### src/rtl/motor_cmd_arbiter_pkg.sv
// Shared command codes, H-bridge patterns and FSM states for the motor command path.
package motor_cmd_arbiter_pkg;

  typedef enum logic [2:0] {
    CMD_STOP  = 3'd0,
    CMD_FWD   = 3'd1,
    CMD_BACK  = 3'd2,
    CMD_LEFT  = 3'd3,
    CMD_RIGHT = 3'd4
  } cmd_e;

  typedef enum logic [1:0] {
    ST_IDLE = 2'd0,
    ST_RUN  = 2'd1,
    ST_DEAD = 2'd2
  } state_e;

  // {L_in1, L_in2, R_in1, R_in2}
  localparam logic [3:0] MOTOR_STOP  = 4'b0000;
  localparam logic [3:0] MOTOR_FWD   = 4'b1010;
  localparam logic [3:0] MOTOR_BACK  = 4'b0101;
  localparam logic [3:0] MOTOR_LEFT  = 4'b0110;
  localparam logic [3:0] MOTOR_RIGHT = 4'b1001;

  function automatic cmd_e map_cmd(input logic [2:0] raw);
    case (raw)
      3'd1:    map_cmd = CMD_FWD;
      3'd2:    map_cmd = CMD_BACK;
      3'd3:    map_cmd = CMD_LEFT;
      3'd4:    map_cmd = CMD_RIGHT;
      default: map_cmd = CMD_STOP;
    endcase
  endfunction

  function automatic logic [3:0] motor_code(input cmd_e c);
    case (c)
      CMD_FWD:   motor_code = MOTOR_FWD;
      CMD_BACK:  motor_code = MOTOR_BACK;
      CMD_LEFT:  motor_code = MOTOR_LEFT;
      CMD_RIGHT: motor_code = MOTOR_RIGHT;
      default:   motor_code = MOTOR_STOP;
    endcase
  endfunction

endpackage

### src/rtl/motor_soft_start.sv
// Duty ramp (25 % steps up to 100 %) and PWM gate for the motor bits; restarts whenever run drops.
module motor_soft_start #(
  parameter int RAMP_STEP_CYC = 500_000,
  parameter int PWM_PERIOD    = 100
) (
  input  logic clk,
  input  logic rst_n,
  input  logic run,
  output logic pwm_on
);

  localparam int SW      = (RAMP_STEP_CYC > 1) ? $clog2(RAMP_STEP_CYC) : 1;
  localparam int PW      = (PWM_PERIOD > 1) ? $clog2(PWM_PERIOD) : 1;
  localparam int QUARTER = PWM_PERIOD / 4;

  logic [SW-1:0] step_cnt_reg;
  logic [PW-1:0] pwm_cnt_reg;
  logic [2:0]    duty_reg;     // quarters of the period, 1..4
  logic [31:0]   thresh;

  always_ff @(posedge clk or negedge rst_n) begin
    if (!rst_n) begin
      step_cnt_reg <= '0;
      pwm_cnt_reg  <= '0;
      duty_reg     <= 3'd1;
    end else if (!run) begin
      step_cnt_reg <= '0;
      pwm_cnt_reg  <= '0;
      duty_reg     <= 3'd1;
    end else begin
      pwm_cnt_reg <= (pwm_cnt_reg == PW'(PWM_PERIOD - 1)) ? '0 : pwm_cnt_reg + 1'b1;
      if (duty_reg != 3'd4) begin
        if (step_cnt_reg == SW'(RAMP_STEP_CYC - 1)) begin
          step_cnt_reg <= '0;
          duty_reg     <= duty_reg + 3'd1;
        end else begin
          step_cnt_reg <= step_cnt_reg + 1'b1;
        end
      end
    end
  end

  assign thresh = 32'(duty_reg) * 32'(QUARTER);
  // Full duty bypasses the compare so a period not divisible by 4 is still fully on.
  assign pwm_on = run && ((duty_reg == 3'd4) || (32'(pwm_cnt_reg) < thresh));

endmodule

### src/rtl/motor_cmd_arbiter.sv
// Remote/autonomous command arbiter with brake dead-time sequencing to the H-bridge.
// Optional soft-start PWM ramp enabled by defining SOFT_START_EN.
module motor_cmd_arbiter
  import motor_cmd_arbiter_pkg::*;
#(
  parameter int DEAD_CYC      = 50_000,
  parameter int HOLD_CYC      = 25_000_000,
  parameter int RAMP_STEP_CYC = 500_000,
  parameter int PWM_PERIOD    = 100
) (
  input  logic       clk,
  input  logic       rst_n,
  input  logic       remote_valid,
  input  logic [2:0] remote_cmd,
  input  logic       auto_en,
  input  logic [2:0] auto_cmd,
  output logic [3:0] motor,
  output logic       owner,
  output logic       busy
);

  localparam int DW = (DEAD_CYC > 1) ? $clog2(DEAD_CYC) : 1;
  localparam int HW = (HOLD_CYC > 1) ? $clog2(HOLD_CYC) : 1;

  if (DEAD_CYC < 1 || HOLD_CYC < 1 || RAMP_STEP_CYC < 1 || PWM_PERIOD < 4) begin : g_bad_cfg
    $fatal(1, "motor_cmd_arbiter: invalid timing parameters");
  end

  logic          owner_reg;
  logic [HW-1:0] hold_cnt_reg;
  cmd_e          req_reg;

  // A strobe always wins, including on the cycle ownership would otherwise expire.
  always_ff @(posedge clk or negedge rst_n) begin
    if (!rst_n) begin
      owner_reg    <= 1'b0;
      hold_cnt_reg <= '0;
      req_reg      <= CMD_STOP;
    end else if (remote_valid) begin
      owner_reg    <= 1'b1;
      hold_cnt_reg <= '0;
      req_reg      <= map_cmd(remote_cmd);
    end else if (owner_reg) begin
      if (hold_cnt_reg == HW'(HOLD_CYC - 1)) begin
        owner_reg    <= 1'b0;
        hold_cnt_reg <= '0;
      end else begin
        hold_cnt_reg <= hold_cnt_reg + 1'b1;
      end
    end else begin
      req_reg <= auto_en ? map_cmd(auto_cmd) : CMD_STOP;
    end
  end

  state_e        state_reg, state_next;
  cmd_e          cmd_reg, cmd_next;      // running code in RUN, pending code in DEAD
  logic [DW-1:0] dead_cnt_reg, dead_cnt_next;
  logic [3:0]    motor_reg, motor_next;
  logic          busy_reg, busy_next;

  always_ff @(posedge clk or negedge rst_n) begin
    if (!rst_n) begin
      state_reg    <= ST_IDLE;
      cmd_reg      <= CMD_STOP;
      dead_cnt_reg <= '0;
      motor_reg    <= MOTOR_STOP;
      busy_reg     <= 1'b0;
    end else begin
      state_reg    <= state_next;
      cmd_reg      <= cmd_next;
      dead_cnt_reg <= dead_cnt_next;
      motor_reg    <= motor_next;
      busy_reg     <= busy_next;
    end
  end

  always_comb begin
    state_next    = state_reg;
    cmd_next      = cmd_reg;
    dead_cnt_next = dead_cnt_reg;
    motor_next    = motor_reg;
    busy_next     = busy_reg;
    case (state_reg)
      ST_IDLE: begin
        motor_next = MOTOR_STOP;
        busy_next  = 1'b0;
        if (req_reg != CMD_STOP) begin
          state_next = ST_RUN;
          cmd_next   = req_reg;
          motor_next = motor_code(req_reg);
        end
      end
      ST_RUN: begin
        if (req_reg == CMD_STOP) begin
          state_next = ST_IDLE;
          cmd_next   = CMD_STOP;
          motor_next = MOTOR_STOP;
        end else if (req_reg != cmd_reg) begin
          state_next    = ST_DEAD;
          cmd_next      = req_reg;
          dead_cnt_next = '0;
          motor_next    = MOTOR_STOP;
          busy_next     = 1'b1;
        end
      end
      ST_DEAD: begin
        motor_next = MOTOR_STOP;
        // The brake always runs its full length, even if the request returns to the old code.
        if (req_reg == CMD_STOP) begin
          state_next    = ST_IDLE;
          cmd_next      = CMD_STOP;
          dead_cnt_next = '0;
          busy_next     = 1'b0;
        end else if (dead_cnt_reg == DW'(DEAD_CYC - 1)) begin
          state_next    = ST_RUN;
          cmd_next      = req_reg;
          dead_cnt_next = '0;
          motor_next    = motor_code(req_reg);
          busy_next     = 1'b0;
        end else begin
          cmd_next      = req_reg;
          dead_cnt_next = dead_cnt_reg + 1'b1;
        end
      end
      default: begin
        state_next    = ST_IDLE;
        cmd_next      = CMD_STOP;
        dead_cnt_next = '0;
        motor_next    = MOTOR_STOP;
        busy_next     = 1'b0;
      end
    endcase
  end

`ifdef SOFT_START_EN
  logic pwm_on;

  motor_soft_start #(
    .RAMP_STEP_CYC (RAMP_STEP_CYC),
    .PWM_PERIOD    (PWM_PERIOD)
  ) u_soft_start (
    .clk    (clk),
    .rst_n  (rst_n),
    .run    (state_reg == ST_RUN),
    .pwm_on (pwm_on)
  );

  assign motor = motor_reg & {4{pwm_on}};
`else
  assign motor = motor_reg;
`endif

  assign owner = owner_reg;
  assign busy  = busy_reg;

endmodule

### config.mk
export PLATFORM = sky130hd
export DESIGN_NAME = motor_cmd_arbiter
export DESIGN_NICKNAME = d
export VERILOG_FILES = /design/src/rtl/motor_cmd_arbiter_pkg.sv /design/src/rtl/motor_soft_start.sv /design/src/rtl/motor_cmd_arbiter.sv
export SDC_FILE = /design/constraint.sdc
export NUM_CORES = 1
export LEC_CHECK = 0
export ABC_AREA = 1
export CORE_MARGIN = 4
export CORE_UTILIZATION = 40
export CTS_CLUSTER_DIAMETER = 40
export CTS_CLUSTER_SIZE = 28
export DETAILED_ROUTE_END_ITERATION = 10
export GPL_ROUTABILITY_DRIVEN = 0
export GPL_TIMING_DRIVEN = 0
export PLACE_DENSITY = 0.69
export SETUP_SLACK_MARGIN = 0.1
export SYNTH_ARGS = -nofsm -noshare
export SYNTH_HDL_FRONTEND = slang
export SYNTH_SLANG_ARGS = --single-unit
export TNS_END_PERCENT = 30
### constraint.sdc
create_clock -name clk -period 3.9 [get_ports clk]
set_input_delay 0.975 -clock clk [delete_from_list [all_inputs] [get_ports clk]]
set_output_delay 0.975 -clock clk [all_outputs]
set_load 0.02 [all_outputs]
=== Word-level counts from Yosys, hierarchy flattened ===
Cells that the tools add are included.

* Eq/ne operators: 23
* Add/sub/neg operators: 2
* Multiplexer cells: 39
* Bitwise logic cells: 1
* Reductions and logical operators: 8

{| class="wikitable"
|+ Operator list
! operator !! number
|-
| 25-bit two-way mux || 3
|-
| 16-bit two-way mux || 4
|-
| 16-bit case mux with 3 select lines || 1
|-
| 25-bit by 1-bit adder with 25-bit output, second input constant || 1
|-
| 25-bit == test, second input constant || 1
|-
| 3-bit case mux with 4 select lines || 2
|-
| 3-bit two-way mux || 7
|-
| 4-bit two-way mux || 5
|-
| 3-bit by 2-bit == test with 1-bit output, second input constant || 6
|-
| 16-bit by 1-bit adder with 16-bit output, second input constant || 1
|-
| 16-bit == test, second input constant || 1
|-
| 4-bit case mux with 4 select lines || 1
|-
| 4-bit case mux with 3 select lines || 1
|-
| 2-bit two-way mux || 5
|-
| 3-bit by 1-bit == test with 1-bit output, second input constant || 3
|-
| 3-bit == test, second input constant || 3
|-
| 3-bit case mux with 3 select lines || 1
|-
| 3-bit AND reduction || 3
|-
| 2-bit != test, second input constant || 4
|-
| 1-bit two-way mux || 7
|-
| 3-bit != test, second input constant || 2
|-
| 2-bit case mux with 3 select lines || 1
|-
| 3-bit logical NOT || 1
|-
| 3-bit != test || 1
|-
| 8 further kinds || 8
|}

* Output and inout bits: 6
* Register bits after elaboration: 55
* Word-level logic and storage cells: 81
* Bits of input ports: 10

=== Depth between registers and ports, before layout ===
* Depth in word-level cells: 5
* Mapped depth: 11
* Depth with buffers taken out: 11

=== Worst setup path after synthesis ===
Ideal clock, no wire load.

* Path type: input port to flip-flop
* From: input remote_valid
* To: register hold_cnt_reg[11]
* Arrival: 1.831 ns
* Slack: 1.993 ns
* Library setup time: 0.076 ns
* Stages: 5
* Buffers on the path: 2
* Required time: 3.824 ns
* Cells stage by stage: clkbuf_1 nor2_2 clkbuf_1 nand2_1 o21ai_1

* Word-level cells in the longest chain between the ends: 1
* Elaborated cells between the ends (all ways): 2
* Classes of those cells: 1 x mux; 1 x reduce/logical

{| class="wikitable"
|+ Ends and longest elaborated chain
! item !! line !! RTL
|-
| start, declared || motor_cmd_arbiter.sv:13 || <nowiki>input logic remote_valid,</nowiki>
|-
| 25-bit two-way mux or 2-bit nonzero test (tied branches) || - ||
|-
| end signal, assigned || motor_cmd_arbiter.sv:48 || <nowiki>hold_cnt_reg <= hold_cnt_reg + 1'b1;</nowiki>
|-
| end, declared || motor_cmd_arbiter.sv:30 || <nowiki>logic [HW-1:0] hold_cnt_reg;</nowiki>
|}

Parallel ways exist; a longest one is shown, timed or not.
A chain may end at the register's enable or synchronous reset.

=== Worst setup path after layout ===
* From: register owner_reg (netlist: owner)
* To: output owner

{| class="wikitable"
|+ RTL lines
! item !! line !! RTL
|-
| start, declared || motor_cmd_arbiter.sv:29 || <nowiki>logic owner_reg;</nowiki>
|-
| start signal, assigned || motor_cmd_arbiter.sv:36 || <nowiki>owner_reg <= 1'b0;</nowiki>
|-
| start signal, assigned || motor_cmd_arbiter.sv:40 || <nowiki>owner_reg <= 1'b1;</nowiki>
|-
| start signal, assigned || motor_cmd_arbiter.sv:45 || <nowiki>owner_reg <= 1'b0;</nowiki>
|-
| end, declared || motor_cmd_arbiter.sv:18 || <nowiki>output logic owner,</nowiki>
|}

No word-level cell between the ends.

==> impl_metrics.ini <==
[cts]
post_cts_resized = 0
cts.sink_count = 55
tritoncts = done
holdBufCountCts = 0
cts_buffer_depth = 2
clk_pin_slew_ns = 0.12
cts_root_buf = sky130_fd_sc_hd__clkbuf_8
cts_post_setup_buffers_inserted = 0
cts_made_buffers = 5
ctsHtreeMaxLevel = 2
worst_skew_pair.late_latency_ns = 0.32

[yosys]
synth-seq-cells = 55
commonest_cells_in_the_synthesized_netlist = sky130_fd_sc_hd__nand2_1, sky130_fd_sc_hd__nor2_1, sky130_fd_sc_hd__dfrtp_1, sky130_fd_sc_hd__inv_1, sky130_fd_sc_hd__nand3_1
share_of_flip_flops_with_an_asynchronous_set_or_reset_after_synthesis_pct = 100.0
yosys.area.top_type = sky130_fd_sc_hd__dfrtp_1
yosys.area.top_type_share_pct = 38.60
syn_avg_cell_area_um2 = 6.978
post_synth_main_area_contributors = sky130_fd_sc_hd__dfrtp_1, sky130_fd_sc_hd__nand2_1, sky130_fd_sc_hd__nand3_1
postSynth.topFlopCell = sky130_fd_sc_hd__dfrtp_1
synthesis.yosys.warnings = 0
synth_most_common_cell = sky130_fd_sc_hd__nand2_1
syn_area_mm2 = 0.003566
yosysSeqAreaShare_pct = 38.60
synthDistinctLibCells = 34
synth-edff-count = 0
postSynthCellCount = 511
syn_nets = 527

[placement]
placement.io_buffers = 14
dpl.hpwl_um = 5958
place_area_mm2 = 0.003856

[worst_setup_path]
worst-setup-path-type = flop to output port
crit-reg2reg-capture = state_reg[0]
cpPeakStageDelay_ns = 0.63
path_max_fanout = 4
worst_r2r_path_depth = 8
path_cells = clkdlybuf4s50_1
path_depth = 1
worst_setup_path_end_kind = output port
reg2reg_slack_ns = 2.17
arrival_time_reported_for_the_critical_path_endpoint_ns = 1.35
timing.critical_path.slowest_stage_cell = sky130_fd_sc_hd__clkdlybuf4s50_1
req_time_crit_path_ns = 2.92
crit_buf_inv = 1
critical_path.startpoint = owner
crit_path_start_kind = flop
crit_family = buffers and inverters
reg2reg_from = dead_cnt_reg[1]

[min_path]
worstHoldPathCells = 2
min_from = busy
hold_path.class = flop to flop
destination_of_the_worst_hold_path = busy

[global_routing]
antenna_found_initial = 0
globalRoute.totalOverflow = 0
track_usage_pct = 16.05
grt_max_degree = 31
grt_pass1_vias = 3072
grt_pass1_wl_um = 13870

[pwr]
total_power_mw = 1.471
vdd_ir_drop_max_mv = 0.2034
p_leak_nw = 1.700
cellPowerDensity_mw_per_mm2 = 372.3

[floorplanning]
std_cell_rows = 34
floorplan.core_area_mm2 = 0.008678
fp.dieH_um = 102.4
die_area_mm2 = 0.01049
initial_core_util_pct = 41.09
chipWidth_um = 102.4
io_pins = 16

[sta]
finalClockSkew_ns = 0.01850
number_of_failing_hold_endpoints_at_the_final_stage = 0
grt_setup_unrepaired = no
final.period_utilization_pct = 59.57
fmaxAchievable_mhz = 430.4
final-max-slew-violation-count = 0
tightestPinTransition_ns = 0.6166
layout_min_cycle_time_ns = 2.323
totalNegativeSetupSlack_ns = 0
relSlewSlack_pct = 58.89
fin_hold_ws_ns = 0.4925
setup_violations = 0

[finish]
largest_register_ffs = 25
sequential_cell_area_mm2 = 0.001376
drive_above_1_share_pct = 8.989
total_number_of_nets_in_the_final_design = 549
n_antenna_cell = 0
layout-area-overhead-vs-synth_pct = 10.77
finish.instance_area_mm2 = 0.003950
fillerInstances = 893
multiInputGateArea_mm2 = 0.001878

[routing]
avgViaCountPerCell = 5.086
dr_total_vias = 3265
drtIter0Drc = 151
drt_pass1_iterations = 5
detail_route.wl_per_cell_um = 12.33
remaining_drc_errors = 0
drt-total-wl_um = 7914
drt.antenna.violating_nets = 0

[run_status]
outcome = completed

[run]
timing.max_cap.violations = 0
## worst min-delay path: stages, from the launching register on
cell and delay [ns]:
sky130_fd_sc_hd__dfrtp_1 0.37, sky130_fd_sc_hd__nand2_1 0.05, sky130_fd_sc_hd__nand2_1 0.05
## cell usage in the layout, fill, tap and decap left out, drive strengths merged
cell type      netlist  final
a21o                 1      1
clkbuf               4      9
nand3b               1      1
inv                 64     66
ha                   6      6
a21oi                7      7
nor2                75     75
clkdlybuf4s50        0     13
a31oi                2      2
xor2                13     13
o221ai               1      1
nand4               21     21
nand3               53     53
nor4                 2      2
nor3                 5      5
dfrtp               55     55
xnor2                2      2
or2                  2      2
buf                  7      9
nand2              143    143
o21ai               39     39
o22ai                8      8
clkinvlp             0      1
## worst max-delay path by stage
stage	endpoint	slack, ns
floorplan	hold_cnt_reg[11]	1.99
global placement	hold_cnt_reg[20]	0.11
detailed placement	hold_cnt_reg[13]	1.55
CTS	owner	1.56
global route	owner	1.52
finish	owner	1.58
## layer usage
metal | up-vias | GRT usage, % | wire length [um]
li1 | 1694 | - | -
met1 | 1513 | 22.10 | 3793
met2 | 47 | 26.37 | 3809
met3 | 11 | 2.457 | 228
met4 | 0 | 4.137 | 83
met5 | - | 0 | 0
## report_power, final
part / switching (mW) / internal (mW)
Sequential: 0.0319 / 0.611
Clock: 0.213 / 0.132
Combinational: 0.320 / 0.163
## cell families (layout without fill, tap and decap cells)
group           count (synthesis)  in the layout  synth area share, %
simple gates                  302            302                38.11
flops                          55             55                38.60
buf+inv                        75             98                8.737
fa+ha+maj                       6              6                2.105
compound gates                 58             58                8.772
xor+xnor                       15             15                3.684
## layout make-up
class,instances,area share [%]
clock inverter,3,0.6335
clock buffer,5,1.742
timing repair buffer,15,3.928
buffer,11,1.806
sequential,55,34.84
inverter,64,6.082
tap,108,3.421
multi-input combinational,381,47.55
## per-stage QoR
stage | util [%] | cells | worst slack [ns]
floorplan | - | 511 | 1.993
global placement | 44.26 | 633 | 0.1106
detailed placement | 44.43 | 634 | 1.550
CTS | 45.52 | 642 | 1.558
global route | 45.52 | 642 | 1.520
finish | 45.52 | 642 | 1.577
(Power assumes the default switching activity.)
